**config.mk**
```make
export PLATFORM = sky130hd
export DESIGN_NAME = mem_cmd_seq
export DESIGN_NICKNAME = d
export VERILOG_FILES = /design/src/rtl/mem_seq_pkg.sv /design/src/rtl/mem_rsp_ser.sv /design/src/rtl/mem_cmd_seq.sv
export SDC_FILE = /design/constraint.sdc
export NUM_CORES = 1
export LEC_CHECK = 0
export BUFFER_PORTS_ARGS = -buffer_cell sky130_fd_sc_hd__buf_2
export CORE_MARGIN = 2
export CORE_UTILIZATION = 55
export CTS_CLUSTER_DIAMETER = 40
export CTS_CLUSTER_SIZE = 25
export DETAILED_ROUTE_END_ITERATION = 7
export PLACE_DENSITY_LB_ADDON = 0.25
export REMOVE_ABC_BUFFERS = 1
export SLEW_MARGIN = 20
export SYNTH_ARGS = -nofsm -noshare
export SYNTH_HDL_FRONTEND = slang
export SYNTH_HIERARCHICAL = 1
export SYNTH_SLANG_ARGS = --single-unit
export TNS_END_PERCENT = 1
```
**constraint.sdc**
```tcl
create_clock -name clk -period 2.8 [get_ports clk]
set_clock_uncertainty 0.05 [all_clocks]
set_input_delay 0.84 -clock clk [delete_from_list [all_inputs] [get_ports clk]]
set_output_delay 0.84 -clock clk [all_outputs]
set_load 0.1 [all_outputs]
```
**src/rtl/mem_seq_pkg.sv**
```systemverilog
// Shared constants for the byte-serial memory command front-end:
// FSM state encoding, opcode bit positions and the byte width.
package mem_seq_pkg;

  localparam int BYTE_W    = 8;
  localparam int OP_W      = 7;
  localparam int OP_P      = 6;
  localparam int OP_RSV_HI = 5;
  localparam int OP_RSV_LO = 4;

  typedef enum logic [2:0] {
    S_IDLE    = 3'd0,
    S_WR_HI   = 3'd1,
    S_WR_LO   = 3'd2,
    S_WR_EXEC = 3'd3,
    S_RD_EXEC = 3'd4,
    S_RD_WAIT = 3'd5,
    S_RSP_HI  = 3'd6,
    S_RSP_LO  = 3'd7
  } state_t;

endpackage

```
**src/rtl/mem_rsp_ser.sv**
```systemverilog
// Response serializer: loads one DW-bit word and emits it high byte first on a
// valid/ready stream, holding each byte until it is taken.
module mem_rsp_ser
  import mem_seq_pkg::*;
#(
  parameter int DW = 16
) (
  input  logic              clk,
  input  logic              rst_n,
  input  logic              load,
  input  logic [DW-1:0]     word,
  output logic [BYTE_W-1:0] rsp_data,
  output logic              rsp_valid,
  input  logic              rsp_ready
);

  logic [BYTE_W-1:0] lo_q;
  logic              lo_phase;

  // A byte moves when rsp_valid && rsp_ready at a rising edge; until then
  // rsp_valid and rsp_data are held unchanged.
  always_ff @(posedge clk or negedge rst_n) begin
    if (!rst_n) begin
      rsp_data  <= '0;
      rsp_valid <= 1'b0;
      lo_q      <= '0;
      lo_phase  <= 1'b0;
    end else if (load) begin
      rsp_data  <= word[DW-1:BYTE_W];
      lo_q      <= word[BYTE_W-1:0];
      rsp_valid <= 1'b1;
      lo_phase  <= 1'b0;
    end else if (rsp_valid && rsp_ready) begin
      if (!lo_phase) begin
        rsp_data <= lo_q;
        lo_phase <= 1'b1;
      end else begin
        rsp_valid <= 1'b0;
        lo_phase  <= 1'b0;
      end
    end
  end

endmodule

```
**src/rtl/mem_cmd_seq.sv**
```systemverilog
// Byte-serial command front-end for the DFF word memory. Optional pointer
// addressing is enabled by defining MEM_CMD_SEQ_AUTOINC_EN.
module mem_cmd_seq
  import mem_seq_pkg::*;
#(
  parameter int AW = 4,
  parameter int DW = 16
) (
  input  logic              clk,
  input  logic              rst_n,
  input  logic [BYTE_W-1:0] cmd_data,
  input  logic              cmd_valid,
  output logic              cmd_ready,
  output logic [BYTE_W-1:0] rsp_data,
  output logic              rsp_valid,
  input  logic              rsp_ready,
  output logic              mem_cs,
  output logic              mem_we,
  output logic [AW-1:0]     mem_addr,
  output logic [DW-1:0]     mem_din,
  input  logic [DW-1:0]     mem_dout,
  output logic              busy,
  output logic              err
);

  if (DW != 2*BYTE_W) begin : g_dw_check
    $error("mem_cmd_seq: DW must equal 2*BYTE_W (16)");
  end

  state_t            state, state_nxt;
  logic              cmd_fire, rsp_fire, op_bad;
  logic [AW-1:0]     op_addr, addr_q;
  logic [BYTE_W-1:0] hi_q;
  logic [DW-1:0]     rd_word;
  logic              rsp_load;

  assign cmd_fire = cmd_valid && cmd_ready;
  assign rsp_fire = rsp_valid && rsp_ready;
  assign op_bad   = |cmd_data[OP_RSV_HI:OP_RSV_LO];

`ifdef MEM_CMD_SEQ_AUTOINC_EN
  logic [AW-1:0] ptr;

  assign op_addr = cmd_data[OP_P] ? ptr : AW'(cmd_data[3:0]);

  // The pointer advances past the address of each access as the access is issued.
  always_ff @(posedge clk or negedge rst_n) begin
    if (!rst_n) begin
      ptr <= '0;
    end else if (state == S_IDLE && cmd_fire && !op_bad && !cmd_data[OP_W]) begin
      ptr <= op_addr + AW'(1);
    end else if (state == S_WR_LO && cmd_fire) begin
      ptr <= addr_q + AW'(1);
    end
  end
`else
  logic unused_p;
  assign unused_p = cmd_data[OP_P];
  assign op_addr  = AW'(cmd_data[3:0]);
`endif

  always_comb begin
    state_nxt = state;
    case (state)
      S_IDLE:    if (cmd_fire && !op_bad) state_nxt = cmd_data[OP_W] ? S_WR_HI : S_RD_EXEC;
      S_WR_HI:   if (cmd_fire) state_nxt = S_WR_LO;
      S_WR_LO:   if (cmd_fire) state_nxt = S_WR_EXEC;
      S_WR_EXEC: state_nxt = S_IDLE;
      S_RD_EXEC: state_nxt = S_RD_WAIT;
      S_RD_WAIT: state_nxt = S_RSP_HI;
      S_RSP_HI:  if (rsp_fire) state_nxt = S_RSP_LO;
      S_RSP_LO:  if (rsp_fire) state_nxt = S_IDLE;
      default:   state_nxt = S_IDLE;
    endcase
  end

  // Status and memory strobes are registered from the next state so they line
  // up with the state they describe.
  always_ff @(posedge clk or negedge rst_n) begin
    if (!rst_n) begin
      state     <= S_IDLE;
      cmd_ready <= 1'b1;
      busy      <= 1'b0;
      mem_cs    <= 1'b0;
      mem_we    <= 1'b0;
      mem_addr  <= '0;
      mem_din   <= '0;
      addr_q    <= '0;
      hi_q      <= '0;
      rd_word   <= '0;
      rsp_load  <= 1'b0;
      err       <= 1'b0;
    end else begin
      state     <= state_nxt;
      cmd_ready <= (state_nxt == S_IDLE) || (state_nxt == S_WR_HI) || (state_nxt == S_WR_LO);
      busy      <= (state_nxt != S_IDLE);
      mem_cs    <= (state_nxt == S_WR_EXEC) || (state_nxt == S_RD_EXEC);
      mem_we    <= (state_nxt == S_WR_EXEC);
      rsp_load  <= (state == S_RD_WAIT);
      if (state == S_IDLE && cmd_fire) begin
        if (op_bad) begin
          err <= 1'b1;
        end else begin
          addr_q <= op_addr;
          if (!cmd_data[OP_W]) mem_addr <= op_addr;
        end
      end
      if (state == S_WR_HI && cmd_fire) hi_q <= cmd_data;
      // Address and data only change as the write is issued, so a write aborted
      // by reset never disturbs the memory port.
      if (state == S_WR_LO && cmd_fire) begin
        mem_addr <= addr_q;
        mem_din  <= {hi_q, cmd_data};
      end
      if (state == S_RD_WAIT) rd_word <= mem_dout;
    end
  end

  mem_rsp_ser #(.DW(DW)) u_rsp_ser (
    .clk       (clk),
    .rst_n     (rst_n),
    .load      (rsp_load),
    .word      (rd_word),
    .rsp_data  (rsp_data),
    .rsp_valid (rsp_valid),
    .rsp_ready (rsp_ready)
  );

endmodule

```
==> impl_results.md, run 1 <==
* Placed inst area at 0.00337 mm^2
* # DRC at 0
* Total GRT Usage at 19.1%
* Crit path required time at 1.91 ns
* Yosys top cell area share at 61.0%
* CP Class: reg2out
* Antenna violations before repair at 0
* Max Slew Vio Count at 0
* Root Buffer: clkbuf_8
* Relative slew slack at 47.3%
* DRT Wirelength at 5.26 mm
* F_max at 443 MHz
* Fillcell total at 441
* Sequential cell area at 0.00188 mm^2
* Top delay family on crit path: flip-flops
* Area delta synth->final at 16.8%
* Yosys top cell by area: dfrtp_1
* Via count at 1866
* Core Util, Final at 65.6%
* Final nets at 313
* Number of core rows at 27
* Avg WL per Cell at 14.5 um
* Worst Path Buf+Inv at 1
* Ys async rst share at 100%
* Synth Area in Simple Gates at 7.71%
* Number of global-route vias before repair at 1816
* Largest family of logic cells by synthesized area: multiplexers
* RSZ-0062 raised after global routing: no
* Largest net degree at the start of global routing at 37
* TritonRoute pass-1 iters at 4
* Worst Path Max Fanout at 8
* Crit path time final at 2.26 ns
* Total negative slack at 0 ns
* Die area at 0.00613 mm^2
* Ys Warns at 6
* Post-synth cell types at 32
* Hold WC Path Type: in2async
* First-pass GRT wire length at 8.84 mm
* Synth Area in XOR/XNOR at 0%
* Synthesis-stage register bit count at 75
* Layout cells sized above 1 at 44.5%
* Fin cells at 362
* Post-CTS Resized at 0
* Postcts setup bufs at 0
* Worst Tran Pin Value at 0.790 ns
* Compound-Gate Fraction of Synth Area at 5.94%
* Syn avg cell area at 13.9 um^2
* H-tree depth at 3
* Post-DR vias/cell at 5.15
* Adder-cell share of the synthesized area at 0%
* CTS max path bufs at 2
* Initial Utilization at 56.1%
* Die Span Y at 78.3 um
* N_diodes at 0
* Reg clk slew, reported paths at 0.07 ns
* Slowest stage delay, CP at 0.59 ns
* Main flop type after synthesis: dfrtp_1
* GRT Residual Overflow at 0
* Top-Level Pins at 62
* Crit-path slowest cell: dfstp_2
* Register area share after synthesis at 61.9%
* Crit start category: register
* Critical Path AT at 1.37 ns
* Dpl hpwl at 3.73 mm
* Synth top area cells: dfrtp_1 (61%), mux2_2 (17%), a21oi_1 (3.3%)
* Setup violations, final at 0
* Synthesized area at 0.00303 mm^2
* Insertion delay to the later sink of the worst-skew pair at 0.33 ns
* Drt first-iter violations at 109
* Final ANT Viol Nets at 0
* Die width at 78.3 um
* Critical Path, Cell by Cell: buf_2
* Tcrit/Tclk final at 80.7%
* Hold_buf cts at 0
* Port bufs at 61
* Mux share of post-synthesis cell area at 20.9%
* Final instance area at 0.00354 mm^2
* Cell Count Post-Placement at 346
* Count of final hold-check violations at 0
* CTS tree: built
* Core area at 0.00541 mm^2
* Placer congestion estimate at 0.845
* Post-Syn Instances at 219
* MaxCap Viol Count at 0
* Clock sink total at 75
* Number of synthesized flops with an enable pin at 0
* CTS Buf Count at 9
* Setup crit end kind: output pin
* Area occupied by multi-input gates at 0.00105 mm^2
* Outcome: finished clean
-- cell usage in the layout (no fill, tap or decap), types with 2 or more instances in the layout --
cell type  count
clkbuf_8      11
nor2_1         3
nor3_1         2
nand3_1        4
o21ai_1        5
dfrtp_1       74
clkbuf_1       3
mux2_1         7
inv_1          4
mux2i_1        5
mux2_2        45
nand2_1       16
buf_2         60
clkinv_2       2
nor2b_1        8
a21oi_1       20
buf_4          4
a31oi_1        2
-- kinds of logic after synthesis --
| family | Yosys count |
|---|---|
| DFF | 75 |
| AOI/OAI and AO/OA | 32 |
| buffers and inverters | 14 |
| and+or+nand+nor | 41 |
| muxes | 57 |
-- flip-flops by register name (all words and copies together) (netlist names), 3 cells and up --
signal and cells:
addr_q 4, mem_addr 4, u_rsp_ser/lo_q 8, state 3, u_rsp_ser/rsp_data 8, mem_din 16
hi_q 8, rd_word 16
-- per-layer routing --
metal | share of wire (%) | vias to the layer above | GRT usage [%]
met5 | 0 | - | 0
met4 | 2.3 | 0 | 10.0
met3 | 4.0 | 9 | 3.68
met2 | 46 | 45 | 28.5
met1 | 48 | 907 | 27.0
li1 | - | 905 | -
-- cells in the mapped netlist (2+ instances only) --
library cell / n
buf_2: 3
nor2b_1: 8
buf_6: 4
nor2_1: 3
o21ai_1: 5
a31oi_1: 2
mux2i_1: 5
mux2_1: 7
inv_1: 4
a21oi_1: 20
dfrtp_1: 74
nand3_1: 4
mux2_2: 45
nand2_1: 16
nor3_1: 2
-- final cells by class --
type | instances | area share [%]
clock buffer | 14 | 4.59
clock inverter | 2 | 0.282
inverter | 5 | 0.671
multi-input combinational | 130 | 29.6
sequential | 75 | 53.0
tap | 72 | 2.54
timing repair buffer | 64 | 9.32
-- final timing paths --
| path | start | end | slack (ns) | cells past startpoint |
|---|---|---|---|---|
| max | cmd_ready$_DFF_PN1_ | cmd_ready | 0.54 | 1 |
| min | rst_n | u_rsp_ser/lo_q[2]$_DFFE_PN0P_ | 0.39 | 1 |
| max reg2reg | state[0]$_DFF_PN0_ | mem_din[9]$_DFFE_PN0P_ | 1.09 | 4 |
| min reg2reg | err$_DFFE_PN0P_ | err$_DFFE_PN0P_ | 0.43 | 1 |
| max in group asynchronous | rst_n | cmd_ready$_DFF_PN1_ | 1.68 | 2 |
| min in group clk | err$_DFFE_PN0P_ | err$_DFFE_PN0P_ | 0.43 | 1 |
-- through the flow --
step / hold slack [ns] / worst slack, ns
final: 0.387 / 0.542
after CTS: 0.394 / 0.527
after global placement: 0.409 / 0.731
after floorplan: 0.410 / 0.828
after detailed placement: 0.417 / 0.706
after global routing: 0.413 / 0.486
Power of run 1 is left out: the tool's default activity adds up to more than one toggle a clock period on the data nets, which glitch-free logic cannot reach.
==> inputs of run 2 (changes only) <==
- ABC_AREA: default -> 1
- CORE_UTILIZATION: 55 -> 54
- clock period: 2.8 -> 2.26 ns (I/O delays scaled with it)
==> impl_results.md, run 2 <==
* Top-Level Pins at 62
* Final ANT Viol Nets at 0
* Die Span Y at 79.9 um
* Post-DR vias/cell at 4.87
* Number of synthesized flops with an enable pin at 0
* Count of final hold-check violations at 0
* Worst Path Max Fanout at 2
* Count leader, synth: nand2_1
* Drt first-iter violations at 97
* Total negative slack at 0 ns
* Mux share of post-synthesis cell area at 0%
* RR Startpoint: state[1]$_DFF_PN0_
* Final setup margin at 0.235 ns
* Relative slew slack at 56.6%
* Reg clk slew, reported paths at 0.07 ns
* Fin Hold WS at 0.220 ns
* R2R Setup Slk at 0.69 ns
* Largest net degree at the start of global routing at 32
* Area occupied by multi-input gates at 0.00107 mm^2
* Outcome: finished clean
* TritonRoute pass-1 iters at 4
* N_diodes at 0
* Fillcell total at 479
* Compound-Gate Fraction of Synth Area at 5.14%
* Hold WC Path Type: in2async
* Worst Tran Pin Value at 0.651 ns
* Clock sink total at 75
* Slowest stage delay, CP at 0.54 ns
* F_max at 494 MHz
* Top delay family on crit path: flip-flops
* Final instance area at 0.00364 mm^2
* Adder-cell share of the synthesized area at 0%
* Dpl ws at 0.459 ns
* GRT Residual Overflow at 0
* Main flop type after synthesis: dfrtp_1
* Die area at 0.00639 mm^2
* R2r endpoint: rd_word[14]$_DFFE_PN0P_
* Avg WL per Cell at 12.1 um
* DRT Wirelength at 5.97 mm
* Total GRT Usage at 21.0%
* Placed inst area at 0.00347 mm^2
* Synth Area in XOR/XNOR at 0%
* Syn avg cell area at 8.85 um^2
* Via count at 2413
* Synth Area in Simple Gates at 29.3%
* Number of global-route vias before repair at 2311
* Critical Path End: cmd_ready
* Setup violations, final at 0
* Crit-path slowest cell: dfstp_2
* CTS max path bufs at 2
* Postcts setup bufs at 0
* Tcrit/Tclk final at 89.6%
* Yosys top cell area share at 59.5%
* Final nets at 447
* Ys Warns at 6
* Critical Path AT at 1.30 ns
* # DRC at 0
* Worst Path Buf+Inv at 1
* Synthesized area at 0.00311 mm^2
* Crit path from: cmd_ready$_DFF_PN1_
* MaxCap Viol Count at 0
* Layout cells sized above 1 at 22.9%
* Stages on worst setup path at 1
* Max Slew Vio Count at 0
* First-pass GRT wire length at 10.3 mm
* Commonest non-fill, non-tap cell in the layout: nand2_1
* Root Buffer: clkbuf_8
* CTS Buf Count at 9
* Largest family of logic cells by synthesized area: simple AND/OR/NAND/NOR gates
* Crit start category: register
* RSZ-0062 raised after global routing: no
* Worst R2R Path Depth at 5
* Critical Path, Cell by Cell: buf_2
* Insertion delay to the later sink of the worst-skew pair at 0.33 ns
* Crit path required time at 1.53 ns
* CTS tree: built
* Post-Syn Instances at 352
* Area delta synth->final at 16.9%
* Setup crit end kind: output pin
* Number of core rows at 27
* Ys async rst share at 100%
* Regs by FF count: mem_din: 16 flops, rd_word: 16 flops
* Post-synth cell types at 24
* CP Class: reg2out
* Die width at 79.9 um
* Initial Utilization at 56.2%
* Antenna violations before repair at 0
* Register area share after synthesis at 60.3%
* H-tree depth at 3
* Most frequent cells in the layout: nand2_1 (185), dfrtp_1 (74), buf_2 (60)
* Synthesis-stage register bit count at 75
* Post-CTS Resized at 0
* Yosys top cell by area: dfrtp_1
* Hold_buf cts at 0
* Core area at 0.00554 mm^2
* Placer congestion estimate at 0.889
* Port bufs at 61
* Top cells by count, synth: nand2_1 (185), dfrtp_1 (74), o21ai_0 (23)
* Dpl hpwl at 4.22 mm
* Crit path time final at 2.02 ns
* Synth top area cells: dfrtp_1 (59%), nand2_1 (22%), o21ai_0 (3.7%)
* Sequential cell area at 0.00188 mm^2
run 2: cell count changes in the layout (fill, tap and decap cells not counted), sizes merged, moves of 4 or more:
cell | previous run | this run
clkbuf | 14 | 10
o21ai | 5 | 25
mux2 | 52 | 0
a21oi | 20 | 3
nand2 | 17 | 188
mux2i | 5 | 0
nor2b | 8 | 0
nand3 | 5 | 16
inv | 5 | 19
nor2 | 3 | 12
run 2: area by class of cell:
| class | instances | share of cell area, % |
|---|---|---|
| Clock buffer | 10 | 3.78 |
| Multi-Input combinational cell | 249 | 29.5 |
| Tap cell | 72 | 2.47 |
| Inverter | 19 | 2.23 |
| Sequential cell | 75 | 51.6 |
| Timing Repair Buffer | 65 | 9.62 |
| Clock inverter | 5 | 0.825 |
run 2: worst min-delay path by stage:
stage,start,slack [ns],end,depth (start not counted)
6_report,rst_n,0.22,mem_addr[3]$_DFFE_PN0P_,1
5_1_grt,rst_n,0.24,mem_din[2]$_DFFE_PN0P_,1
4_1_cts,rst_n,0.22,mem_din[3]$_DFFE_PN0P_,1
3_5_place_dp,u_rsp_ser/lo_q[1]$_DFFE_PN0P_,0.41,u_rsp_ser/lo_q[1]$_DFFE_PN0P_,2
3_3_place_gp,u_rsp_ser/lo_q[1]$_DFFE_PN0P_,0.40,u_rsp_ser/lo_q[1]$_DFFE_PN0P_,2
2_1_floorplan,rst_n,0.33,addr_q[0]$_DFFE_PN0P_,0
run 2: kinds of logic (layout without fill, tap and decap cells):
logic type      count (synthesis)  after routing
simple gates                  220            220
buf+inv                        28             99
compound gates                 29             29
flops                          75             75
run 2: stage by stage:
step / utilization [%] / instances
global placement: 62.7 / 480
finish: 65.7 / 495
CTS: 65.7 / 495
global route: 65.7 / 495
detailed placement: 62.7 / 480
floorplan: - / 343
run 2: layer usage:
metal  GRT usage [%]  vias up  routed length (um)
met1            25.7     1110                2690
met3            7.13        6                 360
li1                -     1227                   -
met2            34.2       70                2840
met4            8.47        0                  72
met5               0        -                   0
Power of run 2 is left out for the same reason.
==> inputs of run 3 (changes only) <==
- CTS_BUF_LIST: default -> sky130_fd_sc_hd__clkbuf_16
==> impl_results.md, run 3 (same netlist as run 2, synthesis figures left out) <==
* Outcome: finished clean
* Largest net degree at the start of global routing at 32
* Avg WL per Cell at 12.7 um
* Setup violations, final at 0
* Crit path from: u_rsp_ser/rsp_valid$_DFFE_PN0P_
* Area delta synth->final at 19.8%
* Post-CTS Resized at 0
* H-tree depth at 3
* Count of final hold-check violations at 0
* Clock sink total at 75
* Placer congestion estimate at 0.889
* Max Slew Vio Count at 0
* Setup crit end kind: output pin
* Die width at 79.9 um
* Crit-path slowest cell: dfrtp_1
* Die Span Y at 79.9 um
* Fin Hold WS at 0.237 ns
* Placed inst area at 0.00347 mm^2
* Slowest stage delay, CP at 0.48 ns
* CP Class: reg2out
* Top delay family on crit path: flip-flops
* Crit start category: register
* Post-DR vias/cell at 5.00
* Reg clk slew, reported paths at 0.05 ns
* Final instance area at 0.00373 mm^2
* Insertion delay to the later sink of the worst-skew pair at 0.32 ns
* Hold WC Path Type: in2async
* Via count at 2473
* Total GRT Usage at 21.9%
* Number of core rows at 27
* Worst Path Max Fanout at 7
* # DRC at 0
* TritonRoute pass-1 iters at 4
* Total negative slack at 0 ns
* Critical Path, Cell by Cell: buf_2
* Dpl ws at 0.459 ns
* N_diodes at 0
* Dpl hpwl at 4.22 mm
* Final ANT Viol Nets at 0
* RSZ-0062 raised after global routing: no
* CTS Buf Count at 9
* Drt first-iter violations at 120
* Crit path required time at 1.53 ns
* DRT Wirelength at 6.26 mm
* Port bufs at 61
* RR Startpoint: cmd_ready$_DFF_PN1_
* Fillcell total at 464
* Final setup margin at 0.254 ns
* Die area at 0.00639 mm^2
* F_max at 498 MHz
* Worst Path Buf+Inv at 1
* CTS max path bufs at 2
* MaxCap Viol Count at 0
* Layout cells sized above 1 at 22.7%
* Postcts setup bufs at 0
* Top-Level Pins at 62
* Core area at 0.00554 mm^2
* Final nets at 447
* Root Buffer: clkbuf_16
* Most frequent cells in the layout: nand2_1 (185), dfrtp_1 (74), buf_2 (60)
* Crit path time final at 2.01 ns
* Commonest non-fill, non-tap cell in the layout: nand2_1
* Relative slew slack at 56.6%
* CTS tree: built
* Initial Utilization at 56.2%
* Antenna violations before repair at 0
* GRT Residual Overflow at 0
* Critical Path AT at 1.28 ns
* Regs by FF count: mem_din: 16 flops, rd_word: 16 flops
* Number of global-route vias before repair at 2331
* Worst Tran Pin Value at 0.651 ns
* Hold_buf cts at 0
* Tcrit/Tclk final at 88.8%
* First-pass GRT wire length at 10.7 mm
run 3: changes by cell type in the layout (fill, tap and decap cells not counted):
cell | before | now
clkbuf_16 | 0 | 9
clkbuf_8 | 10 | 0
clkinv_1 | 0 | 1
run 3: worst paths after layout:
path / to / slack [ns] / depth (start not counted)
min in group clk: u_rsp_ser/lo_q[6]$_DFFE_PN0P_ / 0.41 / 2
hold / removal: mem_addr[3]$_DFFE_PN0P_ / 0.24 / 1
setup / recovery: rsp_valid / 0.25 / 1
setup reg to reg: hi_q[4]$_DFFE_PN0P_ / 0.67 / 5
hold reg to reg: u_rsp_ser/lo_q[6]$_DFFE_PN0P_ / 0.41 / 2
max in group asynchronous: cmd_ready$_DFF_PN1_ / 1.34 / 2
run 3: per-layer routing:
metal | wire length, um | share of wire, % | global-route usage, %
met1 | 2810 | 45 | 27.4
met2 | 3030 | 48 | 35.8
met3 | 334 | 5.3 | 6.33
met4 | 88 | 1.4 | 8.98
met5 | 0 | 0 | 0
run 3: cell type report:
| cell class | count | area (um^2) | share of cell area (%) |
|---|---|---|---|
| tap | 72 | 90.1 | 2.41 |
| clock inverter | 6 | 33.8 | 0.905 |
| sequential | 75 | 1880 | 50.3 |
| inverter | 19 | 81.3 | 2.18 |
| clock buffer | 9 | 225 | 6.03 |
| timing repair buffer | 65 | 350 | 9.39 |
| multi-input combinational | 249 | 1070 | 28.8 |
run 3: worst register-to-register path: stages, from the launching register on:
cell and delay (ns):
dfstp_2 0.53, nand2_1 0.09, inv_1 0.20, nand3_2 0.32, nand2_1 0.15, o21ai_0 0.11
run 3: stage by stage:
stage | std cells | util, %
final | 495 | 67.4
after global routing | 495 | 67.4
after CTS | 495 | 67.4
after detailed placement | 480 | 62.7
after global placement | 480 | 62.7
after floorplan | 343 | -
Power of run 3 is left out for the same reason.
